File: src/rtl/mtm_column_reader.sv
// mtm_column_reader
//   Collects a NUM_PE x NUM_PE tile one row at a time, then presents it one
//   column at a time, which transposes the tile. Filling and draining never
//   overlap. After the last row is accepted, the first column is valid on the
//   next cycle.
//
// Ports
//   clk        : single clock, rising edge
//   rst        : synchronous, active-high reset
//   in_val     : input_row valid
//   in_rdy     : block can accept a row (FILL state)
//   input_row  : one tile row; element j is column j
//   out_val    : output_col valid (DRAIN state)
//   out_rdy    : downstream accepts output_col
//   output_col : one tile column; element i is row i; zero when out_val=0
//   out_last   : high with out_val on the final column of a tile
module mtm_column_reader #(
  parameter int DATA_WIDTH = 64,
  parameter int NUM_PE     = 8
) (
  input  logic                  clk,
  input  logic                  rst,
  input  logic                  in_val,
  output logic                  in_rdy,
  input  logic [DATA_WIDTH-1:0] input_row  [0:NUM_PE-1],
  output logic                  out_val,
  input  logic                  out_rdy,
  output logic [DATA_WIDTH-1:0] output_col [0:NUM_PE-1],
  output logic                  out_last
);

  localparam int               CNT_W   = $clog2(NUM_PE);
  localparam logic [CNT_W-1:0] CNT_MAX = CNT_W'(NUM_PE - 1);

  typedef enum logic {
    FILL  = 1'b0,
    DRAIN = 1'b1
  } state_t;

  state_t                state, state_next;
  logic [CNT_W-1:0]      row_cnt, col_cnt;
  logic [DATA_WIDTH-1:0] tile [0:NUM_PE-1][0:NUM_PE-1];
  logic                  fill_acc, drain_acc;

  // Next state and handshake outputs
  always_comb begin
    state_next = state;
    in_rdy     = 1'b0;
    out_val    = 1'b0;
    out_last   = 1'b0;
    case (state)
      FILL: begin
        in_rdy = 1'b1;
        if (in_val && (row_cnt == CNT_MAX)) state_next = DRAIN;
      end
      DRAIN: begin
        out_val  = 1'b1;
        out_last = (col_cnt == CNT_MAX);
        if (out_rdy && (col_cnt == CNT_MAX)) state_next = FILL;
      end
      default: state_next = FILL;
    endcase
  end

  assign fill_acc  = in_val && in_rdy;
  assign drain_acc = out_val && out_rdy;

  always_ff @(posedge clk) begin
    if (rst) state <= FILL;
    else     state <= state_next;
  end

  // Counters clear explicitly at their end value rather than relying on
  // natural power-of-two wrap.
  always_ff @(posedge clk) begin
    if (rst) begin
      row_cnt <= '0;
      col_cnt <= '0;
    end else begin
      if (fill_acc) begin
        if (row_cnt == CNT_MAX) row_cnt <= '0;
        else                    row_cnt <= row_cnt + 1'b1;
      end
      if (drain_acc) begin
        if (col_cnt == CNT_MAX) col_cnt <= '0;
        else                    col_cnt <= col_cnt + 1'b1;
      end
    end
  end

  // Tile storage has no reset; its contents are only shown after a complete fill.
  always_ff @(posedge clk) begin
    if (!rst && fill_acc) begin
      tile[row_cnt] <= input_row;
    end
  end

  always_comb begin
    for (int unsigned i = 0; i < NUM_PE; i++) begin
      output_col[i] = out_val ? tile[i][col_cnt] : '0;
    end
  end

endmodule

File: config.mk
export PLATFORM = sky130hd
export DESIGN_NAME = mtm_column_reader
export DESIGN_NICKNAME = d
export VERILOG_FILES = /design/src/rtl/mtm_column_reader.sv
export SDC_FILE = /design/constraint.sdc
export NUM_CORES = 2
export LEC_CHECK = 0
export ABC_AREA = 0
export CORE_MARGIN = 2
export CORE_UTILIZATION = 61
export CTS_BUF_LIST = sky130_fd_sc_hd__clkbuf_8
export DETAILED_ROUTE_END_ITERATION = 16
export PLACE_DENSITY = 0.93
export SYNTH_ARGS = -nofsm -noshare
export SYNTH_HDL_FRONTEND = slang
export SYNTH_SLANG_ARGS = --single-unit
File: constraint.sdc
create_clock -name clk -period 66.4 [get_ports clk]
set_input_delay 13.28 -clock clk [delete_from_list [all_inputs] [get_ports clk]]
set_output_delay 13.28 -clock clk [all_outputs]
set_load 0.05 [all_outputs]
==> results_dict.tcl <==
set metrics [dict create \
    outcome "completed" \
    finalCritPeriodShare 0.336 \
    cts_hold_buf 0 \
    internal-power_w 0.00385 \
    clkTransAtPathRegs_ps 60 \
    synth_top_family_by_area "multiplexers" \
    cts_tree "yes" \
    finalWirelength_um 440000 \
    muxShareOfSynthArea 0.182 \
    ys_ff_latch 4103 \
    startpoint_type "flip-flop" \
    required_ps 53120 \
    overflow 0 \
    cts_root_buf "clkbuf_8" \
    fin_skew_ps 70.5 \
    maxSlewViolCount 0 \
    start_util 0.612 \
    finalNonFillerCells 11900 \
    synth-xor-area-share 0 \
    io_pins 1031 \
    ant_nets 0 \
    yosysWarnings 0 \
    tns_ps 0 \
    cts.sinks 4103 \
    synthAdderAreaFrac 0.000403 \
    area_delta_synth_final_pct 16.3 \
    die_y_um 508 \
    min_period_ps 22300 \
    grt_pass1_wl_um 608000 \
    rsz0062_at_grt "no" \
    hold_class "reg -> reg" \
    vias_per_cell 6.95 \
    drt_first_pass_iters 6 \
    synth_area_leaders "edfxtp_1, mux4_2, mux2i_1" \
    postSynthCellCount 6535 \
    clock.fmax_ghz 0.0448 \
    grt_pass1_vias 82700 \
    io_buffer_count 1030 \
    crit_path_max_fanout 148 \
    setup_viol 0 \
    cp-end-kind "output pin" \
    numCtsBuffers 619 \
    postCtsSetupBuffers 0 \
    ys_types 22 \
    p_leak_nw 54.5 \
    fp.dieArea_mm2 0.258 \
    slew-limit-headroom 0.0727 \
    yosysSeqAreaShare 0.794 \
    coreArea_mm2 0.253 \
    drcViolationCount 0 \
    syn_area_per_cell_um2 23.7 \
    cap_violations 0 \
    swShare 0.224 \
    yosys.area_share.simple 0.0132 \
    die_w_um 508 \
    vias 82500 \
    worst_pin_slew_ps 1390 \
    rows 185 \
    synth-compound-area-share 0.000153 \
    grt_max_degree 161 \
    p_switching_w 0.00111 \
    syn_area_mm2 0.155 \
    yosysTopAreaCellShare 0.793 \
    htreeDepth 6 \
    clkPwrFrac 0.392 \
    syn-num-nets 7056 \
    num-fill-cells 12700 \
    worstPathArrival_ps 9020 \
    dp.cells 10700 \
    avgRoutedWirePerCell_um 37.1 \
    power_frac_seq 0.584 \
    insertion_delay_ps 1120 \
    yosysTopAreaCell "edfxtp_1" \
    combPwrFrac 0.024 \
    cts_buffer_depth 4 \
    criticalPathCategory "reg -> out" \
    drive_gt1_frac 0.223 \
    drt-initial-drc-count 13200 \
    fin_nets 8462 \
    power.density_mw_per_mm2 27.5 \
    finalHoldViolations 0 \
    dp_hpwl_um 249000 \
    rrSetupSlack_ps 59760 \
    ir_drop_v 0.0000264 \
    ctsResizeCount 0 \
    track_usage 0.331 \
    gp_congestion 0.853 \
    antenna_found_initial 112 \
]
-- layout by cell type, fill, tap and decap left out, types with 2 or more instances in the layout --
cell type / count
a21oi_1: 3
nand2b_1: 2
nor2_1: 518
clkinv_8: 4
clkinv_1: 166
nor2_4: 6
inv_8: 6
edfxtp_1: 4096
clkinv_2: 51
bufinv_16: 10
inv_6: 15
ha_1: 5
diode_2: 114
inv_1: 170
clkinvlp_4: 8
inv_12: 17
mux4_2: 1024
mux2i_1: 516
clkdlybuf4s50_1: 1030
buf_4: 81
clkbuf_8: 626
buf_12: 18
nand2_1: 4
nor3_2: 2
dfxtp_4: 3
dfxtp_1: 4
-- worst paths after layout --
| kind | from | endpoint | depth (start not counted) |
|---|---|---|---|
| setup / recovery | col_cnt[1]$_SDFFE_PP0P_ | output_col[58] | 10 |
| hold / removal | row_cnt[0]$_SDFFE_PP0P_ | row_cnt[0]$_SDFFE_PP0P_ | 2 |
| setup reg to reg | state$_SDFF_PP0_ | tile[7][317]$_DFFE_PP_ | 7 |
| hold reg to reg | row_cnt[0]$_SDFFE_PP0P_ | row_cnt[0]$_SDFFE_PP0P_ | 2 |
-- metal layers --
layer,up-vias,part of all wire,global-route usage
met5,-,0.00091,0
met4,60,0.067,0.172
met3,1565,0.13,0.0938
met2,8238,0.49,0.539
met1,42200,0.31,0.408
li1,30500,-,-
-- per-stage QoR --
step	setup WS (ps)	total power (W)	hold slack [ps]	util	cell area [um^2]
6_report	44100	0.00496	613	0.712	180000
5_1_grt	43290	0.00507	627	0.711	180000
3_5_place_dp	45120	0.00306	591	0.667	169000
2_1_floorplan	15880	0.00301	526	-	155000
3_3_place_gp	45200	0.00305	540	0.667	169000
4_1_cts	43870	0.00496	607	0.711	180000
-- worst max-delay path: stages (launching register included) --
cell and delay (ps):
dfxtp_4 790, buf_4 840, buf_12 610, buf_4 810, buf_4 710, buf_4 890
buf_4 860, mux4_2 380, mux2i_1 100, nor2_1 480, clkdlybuf4s50_1 910
-- registers in the layout (all words and copies together), names as in the netlist --
register / flops
col_cnt: 3
row_cnt: 3
state: 1
tile: 4096
-- synth_stat cells --
library cell and number:
buf_2 168, buf_1 58, dfxtp_1 7, ha_1 5
nand3b_1 1, buf_6 17, nand3_1 1, clkbuf_1 101
nand4b_1 1, nand2_1 4, nor2_1 524, nor3_1 2
nor2b_1 1, a21oi_1 3, nand2b_1 2, mux4_2 1024
inv_2 1, or3b_2 1, and2_1 1, edfxtp_1 4096
a311oi_1 1, mux2i_1 516
-- area by class of cell --
type                            count  area (um^2)  share of cell area
Inverter                            1         11.3           0.0000624
Tap cell                         3366         4210              0.0233
Antenna cell                      114          285             0.00158
Clock inverter                    447         2410              0.0134
Sequential cell                  4103       123000               0.683
Multi-Input combinational cell   2087        30400               0.169
Clock buffer                      626         8620              0.0478
Timing Repair Buffer             1129        11300              0.0625
-- power by group through the flow --
stage	clock network (W)	logic [W]	registers, W
final	0.00195	0.000117	0.00290
after global routing	0.00205	0.000119	0.00290
after CTS	0.00195	0.000113	0.00290
after detailed placement	0	0.000111	0.00295
after global placement	0	0.000105	0.00295
after floorplan	0	0.0000237	0.00299
-- logic make-up (layout without fill, tap and decap cells) --
group | after synthesis | in the layout
multiplexers | 1540 | 1540
adder cells (fa/ha/maj) | 5 | 5
buffers and inverters | 345 | 2203
flip-flops | 4103 | 4103
other | 0 | 114
AND/OR/NAND/NOR | 538 | 538
AO/OA/AOI/OAI | 4 | 4
(Power assumes the default switching activity.)
